<file path="src/rtl/seq_magnitude_comparator_pkg.sv">
// Shared definitions for the sequential magnitude comparator:
// FSM state encoding, one-hot result codes and chunk-count helpers.
package cmp_pkg;

    typedef enum logic [1:0] {
        IDLE = 2'd0,
        RUN  = 2'd1,
        DONE = 2'd2
    } state_t;

    // Result codes, bit order {gt, eq, lt}
    localparam logic [2:0] CMP_GT = 3'b100;
    localparam logic [2:0] CMP_EQ = 3'b010;
    localparam logic [2:0] CMP_LT = 3'b001;

    // Number of STEP-bit chunks in a WIDTH-bit operand
    function automatic int num_chunks(input int width, input int step);
        return width / step;
    endfunction

    // Width of the chunk index; at least one bit even for a single chunk
    function automatic int idx_width(input int width, input int step);
        int n;
        n = width / step;
        return (n > 1) ? $clog2(n) : 1;
    endfunction

endpackage

</file>
<file path="src/rtl/seq_magnitude_comparator_chunk_compare.sv">
// Combinational compare of one STEP-bit chunk (unsigned).
module chunk_compare #(
    parameter int STEP = 2
) (
    input  logic [STEP-1:0] i_a,
    input  logic [STEP-1:0] i_b,
    output logic            o_gt,
    output logic            o_eq,
    output logic            o_lt
);

    assign o_gt = (i_a > i_b);
    assign o_eq = (i_a == i_b);
    assign o_lt = (i_a < i_b);

endmodule

</file>
<file path="src/rtl/seq_magnitude_comparator.sv">
// Sequential MSB-first magnitude comparator, STEP bits per cycle, with a
// start/busy/done handshake and a held one-hot gt/eq/lt result.
// Signed compares flip the operand sign bits so an unsigned compare applies.
// Optional build macro CMP_EARLY_EXIT_EN: finish as soon as a chunk differs.
module seq_magnitude_comparator
    import cmp_pkg::*;
#(
    parameter int WIDTH = 16,
    parameter int STEP  = 2
) (
    input  logic             clk,
    input  logic             reset_n,
    input  logic             start,
    input  logic [WIDTH-1:0] a,
    input  logic [WIDTH-1:0] b,
    input  logic             signed_mode,
    output logic             busy,
    output logic             done,
    output logic             gt,
    output logic             eq,
    output logic             lt
);

    localparam int N_CHUNKS = num_chunks(WIDTH, STEP);
    localparam int IDX_W    = idx_width(WIDTH, STEP);
    localparam logic [IDX_W-1:0] LAST_IDX = IDX_W'(N_CHUNKS - 1);

    state_t            r_state;
    state_t            w_state_nxt;
    logic [WIDTH-1:0]  r_a;
    logic [WIDTH-1:0]  r_b;
    logic [IDX_W-1:0]  r_idx;
    logic              r_decided;
    logic              r_dir_gt;
    logic              r_busy;
    logic              r_done;
    logic [2:0]        r_result;

    logic [STEP-1:0]   w_chunk_a;
    logic [STEP-1:0]   w_chunk_b;
    logic              w_ch_gt;
    logic              w_ch_eq;
    logic              w_ch_lt;
    logic              w_accept;
    logic              w_dec_now;
    logic              w_gt_now;
    logic              w_run_end;
    logic [WIDTH-1:0]  w_flip;

    assign w_accept  = start && ((r_state == IDLE) || (r_state == DONE));
    assign w_flip    = {signed_mode, {(WIDTH-1){1'b0}}};

    // Decision including the chunk being compared this cycle
    assign w_dec_now = r_decided | ~w_ch_eq;
    assign w_gt_now  = r_decided ? r_dir_gt : (w_ch_gt & ~w_ch_lt);

`ifdef CMP_EARLY_EXIT_EN
    assign w_run_end = (r_idx == LAST_IDX) || w_dec_now;
`else
    assign w_run_end = (r_idx == LAST_IDX);
`endif

    // Chunk-select mux: index 0 picks the most significant chunk
    always_comb begin
        w_chunk_a = {STEP{1'b0}};
        w_chunk_b = {STEP{1'b0}};
        for (int i = 0; i < N_CHUNKS; i++) begin
            if (r_idx == IDX_W'(i)) begin
                w_chunk_a = r_a[(N_CHUNKS-1-i)*STEP +: STEP];
                w_chunk_b = r_b[(N_CHUNKS-1-i)*STEP +: STEP];
            end else begin
                w_chunk_a = w_chunk_a;
                w_chunk_b = w_chunk_b;
            end
        end
    end

    chunk_compare #(.STEP(STEP)) u_chunk_compare (
        .i_a  (w_chunk_a),
        .i_b  (w_chunk_b),
        .o_gt (w_ch_gt),
        .o_eq (w_ch_eq),
        .o_lt (w_ch_lt)
    );

    // Next-state logic for IDLE -> RUN -> DONE handshake
    always_comb begin
        w_state_nxt = r_state;
        case (r_state)
            IDLE: begin
                if (start) w_state_nxt = RUN;
                else       w_state_nxt = IDLE;
            end
            RUN: begin
                if (w_run_end) w_state_nxt = DONE;
                else           w_state_nxt = RUN;
            end
            DONE: begin
                if (start) w_state_nxt = RUN;
                else       w_state_nxt = IDLE;
            end
            default: w_state_nxt = IDLE;
        endcase
    end

    // State register with busy/done registered from the next state
    always_ff @(posedge clk or negedge reset_n) begin
        if (!reset_n) begin
            r_state <= IDLE;
            r_busy  <= 1'b0;
            r_done  <= 1'b0;
        end else begin
            r_state <= w_state_nxt;
            r_busy  <= (w_state_nxt == RUN);
            r_done  <= (w_state_nxt == DONE);
        end
    end

    // Operand capture, chunk walk, first-difference tracking and result load
    always_ff @(posedge clk or negedge reset_n) begin
        if (!reset_n) begin
            r_a       <= {WIDTH{1'b0}};
            r_b       <= {WIDTH{1'b0}};
            r_idx     <= {IDX_W{1'b0}};
            r_decided <= 1'b0;
            r_dir_gt  <= 1'b0;
            r_result  <= 3'b000;
        end else if (w_accept) begin
            r_a       <= a ^ w_flip;
            r_b       <= b ^ w_flip;
            r_idx     <= {IDX_W{1'b0}};
            r_decided <= 1'b0;
            r_dir_gt  <= 1'b0;
            r_result  <= 3'b000;
        end else if (r_state == RUN) begin
            if (!r_decided && !w_ch_eq) begin
                r_decided <= 1'b1;
                r_dir_gt  <= w_ch_gt;
            end
            if (w_run_end) begin
                r_idx    <= {IDX_W{1'b0}};
                r_result <= w_dec_now ? (w_gt_now ? CMP_GT : CMP_LT) : CMP_EQ;
            end else begin
                r_idx    <= r_idx + IDX_W'(1);
            end
        end
    end

    assign busy = r_busy;
    assign done = r_done;
    assign gt   = r_result[2];
    assign eq   = r_result[1];
    assign lt   = r_result[0];

endmodule
</file>
<file path="config.mk">
export PLATFORM = sky130hd
export DESIGN_NAME = seq_magnitude_comparator
export DESIGN_NICKNAME = d
export VERILOG_FILES = /design/src/rtl/seq_magnitude_comparator_pkg.sv /design/src/rtl/seq_magnitude_comparator_chunk_compare.sv /design/src/rtl/seq_magnitude_comparator.sv
export SDC_FILE = /design/constraint.sdc
export NUM_CORES = 1
export LEC_CHECK = 0
export ABC_AREA = 1
export BUFFER_PORTS_ARGS = -buffer_cell sky130_fd_sc_hd__buf_2
export CORE_MARGIN = 3
export CORE_UTILIZATION = 57
export CTS_BUF_LIST = sky130_fd_sc_hd__clkbuf_2 sky130_fd_sc_hd__clkbuf_4 sky130_fd_sc_hd__clkbuf_8
export DETAILED_ROUTE_END_ITERATION = 8
export PLACE_DENSITY = 0.91
export SYNTH_ARGS = -nofsm -noshare
export SYNTH_HDL_FRONTEND = slang
export SYNTH_SLANG_ARGS = --single-unit
</file>
<file path="constraint.sdc">
create_clock -name clk -period 2.7 [get_ports clk]
set_input_delay 0.135 -clock clk [delete_from_list [all_inputs] [get_ports clk]]
set_output_delay 0.135 -clock clk [all_outputs]
set_load 0.01 [all_outputs]
</file>
==> results.yml <==
run_status:
  status: "finished clean"
job:
  maxCapViolations: 0
clock_tree:
  cts.clk_slew.worst_paths_ns: 0.08
  cts_buffer_depth: 2
  clk_latency_ns: 0.30
  tritoncts: "yes"
  htreeDepth: 2
  cts_root_buffer: "clkbuf_8"
  cts_made_buffers: 5
  cts_setup_buffers: 0
  cts.sinks: 44
final_layout:
  areaGrowthSynthToFinish_pct: 15.2
  antenna_cells: 0
  finish.utilization: 0.694
  filler_cell_count: 317
  final_nets: 383
  instances_no_fill: 388
  seq_area_mm2: 0.00110
  multi_input_area_um2: 962
  drive_gt1_frac: 0.179
sta:
  fin_crit_sh: 0.907
  fin_skew_ns: 0.00439
  fin_crit_ns: 2.45
  setup_violations: 0
  rsz0062_at_grt: "false"
  holdWs_ns: 0.0179
  hold_viol: 0
  worst_pin_slew_ns: 0.957
  slew_violations: 0
  fmax_mhz: 409
  fin_setup_tns_ns: 0
  maxSlewHeadroom: 0.362
pwr:
  power_density_mw_per_mm2: 1140
  pwr-share-clk: 0.147
  peakVddDrop_mv: 0.561
  swShare: 0.428
  switching_power_mw: 1.25
  comb_power_share: 0.463
  seqPwrFrac: 0.390
  intPower_mw: 1.68
  p_leak_nw: 1.48
floorplanning:
  die-area_mm2: 0.00472
  coreArea_mm2: 0.00372
  num_rows: 22
  die_x_um: 68.7
  initial_core_util: 0.603
  die_y_um: 68.7
  io-pin-count: 41
worst_setup_path:
  worstSetupStartpointType: "flip-flop"
  cp_data_arrival_time_ns: 2.67
  cp-end-kind: "flip-flop"
  critPathMaxFanout: 6
  path_class: "reg -> reg"
  required_ns: 2.92
yosys:
  ys.flop_type: "dfrtp_1"
  avgSynthCellArea_um2: 7.52
  yosysSeqAreaShare: 0.492
  synth-seq-cells: 44
  synth-edff-count: 0
  syn_inst: 298
  syn_area_mm2: 0.00224
  syn_nets: 342
  yosysWarnings: 0
  async_flop_share: 1.00
  yosys.cell_types.count: 21
global_route:
  grt_pass1_wl_um: 7670
  gr-usage-all-layers: 0.218
  antenna_found_initial: 0
  grt-ovfl-total: 0
  grt_pass1_vias: 1813
  grt_max_degree: 45
hold_path:
  hold_class: "in -> reg"
placement:
  gp_congestion: 0.894
  place_inst: 379
  port_buffers: 40
  hpwl_um: 3170
drt:
  wl_per_cell_um: 11.5
  vias_per_cell: 4.89
  drt_first_pass_iters: 4
  wl_um: 4470
  dr.first_iter.drc_count: 128
  routed-via-count: 1896
  drt_drc_violations_left: 0
  final_antenna_net_count: 0
==> power groups by stage <==
stage	clock network, mW	logic [mW]	registers [mW]
final	0.432	1.36	1.14
after global routing	0.465	1.60	1.18
after CTS	0.441	1.35	1.14
after detailed placement	0	1.33	1.15
after global placement	0	1.28	1.14
after floorplan	0	1.06	1.10
==> layout by cell type, fill, tap and decap left out, types with 2 or more instances in the layout <==
cell type	n
nand2_1	140
dfrtp_1	43
buf_2	40
inv_1	32
o21ai_0	18
nor2_1	16
nand3_1	11
ha_1	7
clkbuf_8	6
a21oi_1	3
o22ai_1	3
nand2_2	2
nor2_2	2
or2_2	2
xnor2_1	2
clkinvlp_4	2
==> synthesized netlist by cell type, types with 3 or more instances <==
library cell,count,area share
nand2_1,140,0.23
dfrtp_1,44,0.49
inv_1,33,0.055
o21ai_0,19,0.042
nor2_1,17,0.028
nand3_1,11,0.025
ha_1,8,0.045
clkbuf_1,4,0.0067
a21oi_1,3,0.0067
buf_2,3,0.0067
o22ai_1,3,0.0084
==> metrics by stage <==
stage	setup slack [ns]	total power, mW	area (um2)
6_report	0.252	2.93	2580
5_1_grt	0.00917	3.25	2580
2_1_floorplan	0.487	2.16	2240
3_3_place_gp	0.253	2.42	2470
3_5_place_dp	0.0874	2.48	2470
4_1_cts	0.0579	2.93	2570
==> critical path, stage by stage (launching register included) <==
cell and delay (ns):
dfrtp_1 0.43, ha_1 0.25, ha_1 0.23, inv_2 0.11, o21ai_0 0.08, inv_1 0.05, nand2_1 0.05, nand2_1 0.05
nand2_1 0.04, nand2_1 0.05, nand2_1 0.05, nand2_1 0.05, nand2_1 0.05, ha_1 0.29, nand2_1 0.08, nand2_1 0.07
o21ai_1 0.19, nand2_1 0.10, o22ai_1 0.14
==> area by class of cell <==
cell class / instances / share of cell area
Inverter: 34 / 0.0543
Clock inverter: 2 / 0.00582
Timing Repair Buffer: 42 / 0.0844
Sequential cell: 44 / 0.427
Tap cell: 48 / 0.0233
Multi-Input combinational cell: 212 / 0.373
Clock buffer: 6 / 0.0320
==> routing by layer <==
layer / global-route usage / part of all wire
met4: 0.0819 / 0.015
met1: 0.281 / 0.48
met5: 0 / 0
met2: 0.358 / 0.47
met3: 0.0486 / 0.044
==> repair_timing <==
item / 4_1_cts / 5_1_grt
gates resized for setup: 0 / 5
hold buffers: 1 / 0
setup endpoints to repair: 0 / 5
hold endpoints to repair: 2 / 0
==> sequential cells by signal (all words and copies together) (netlist names) <==
name       count
r_state        2
done           1
r_result       3
r_idx          3
r_b           16
busy           1
r_dir_gt       1
r_decided      1
r_a           16
==> logic make-up (layout without fill, tap and decap cells) <==
| logic type | count (synthesis) | after routing | share of synthesized area |
|---|---|---|---|
| AOI/OAI and AO/OA | 26 | 26 | 0.0603 |
| xor gates and xnor gates | 2 | 2 | 0.00782 |
| adders and majority gates | 8 | 8 | 0.0447 |
| buffers and inverters | 42 | 84 | 0.0810 |
| DFF | 44 | 44 | 0.492 |
| and+or+nand+nor | 176 | 176 | 0.315 |
==> path summary, 6_finish.rpt <==
path,slack [ns],end,from,depth (start not counted)
hold / removal,0.02,r_b[9],b[9],3
setup reg to reg,0.25,r_dir_gt,r_idx[0],18
max in group asynchronous,1.54,r_idx[2],reset_n,2
hold reg to reg,0.48,r_a[12],r_a[12],2
min in group asynchronous,0.52,r_b[10],reset_n,2
setup / recovery,0.25,r_dir_gt,r_idx[0],18
Note: power is estimated with default switching activity, not from simulation.
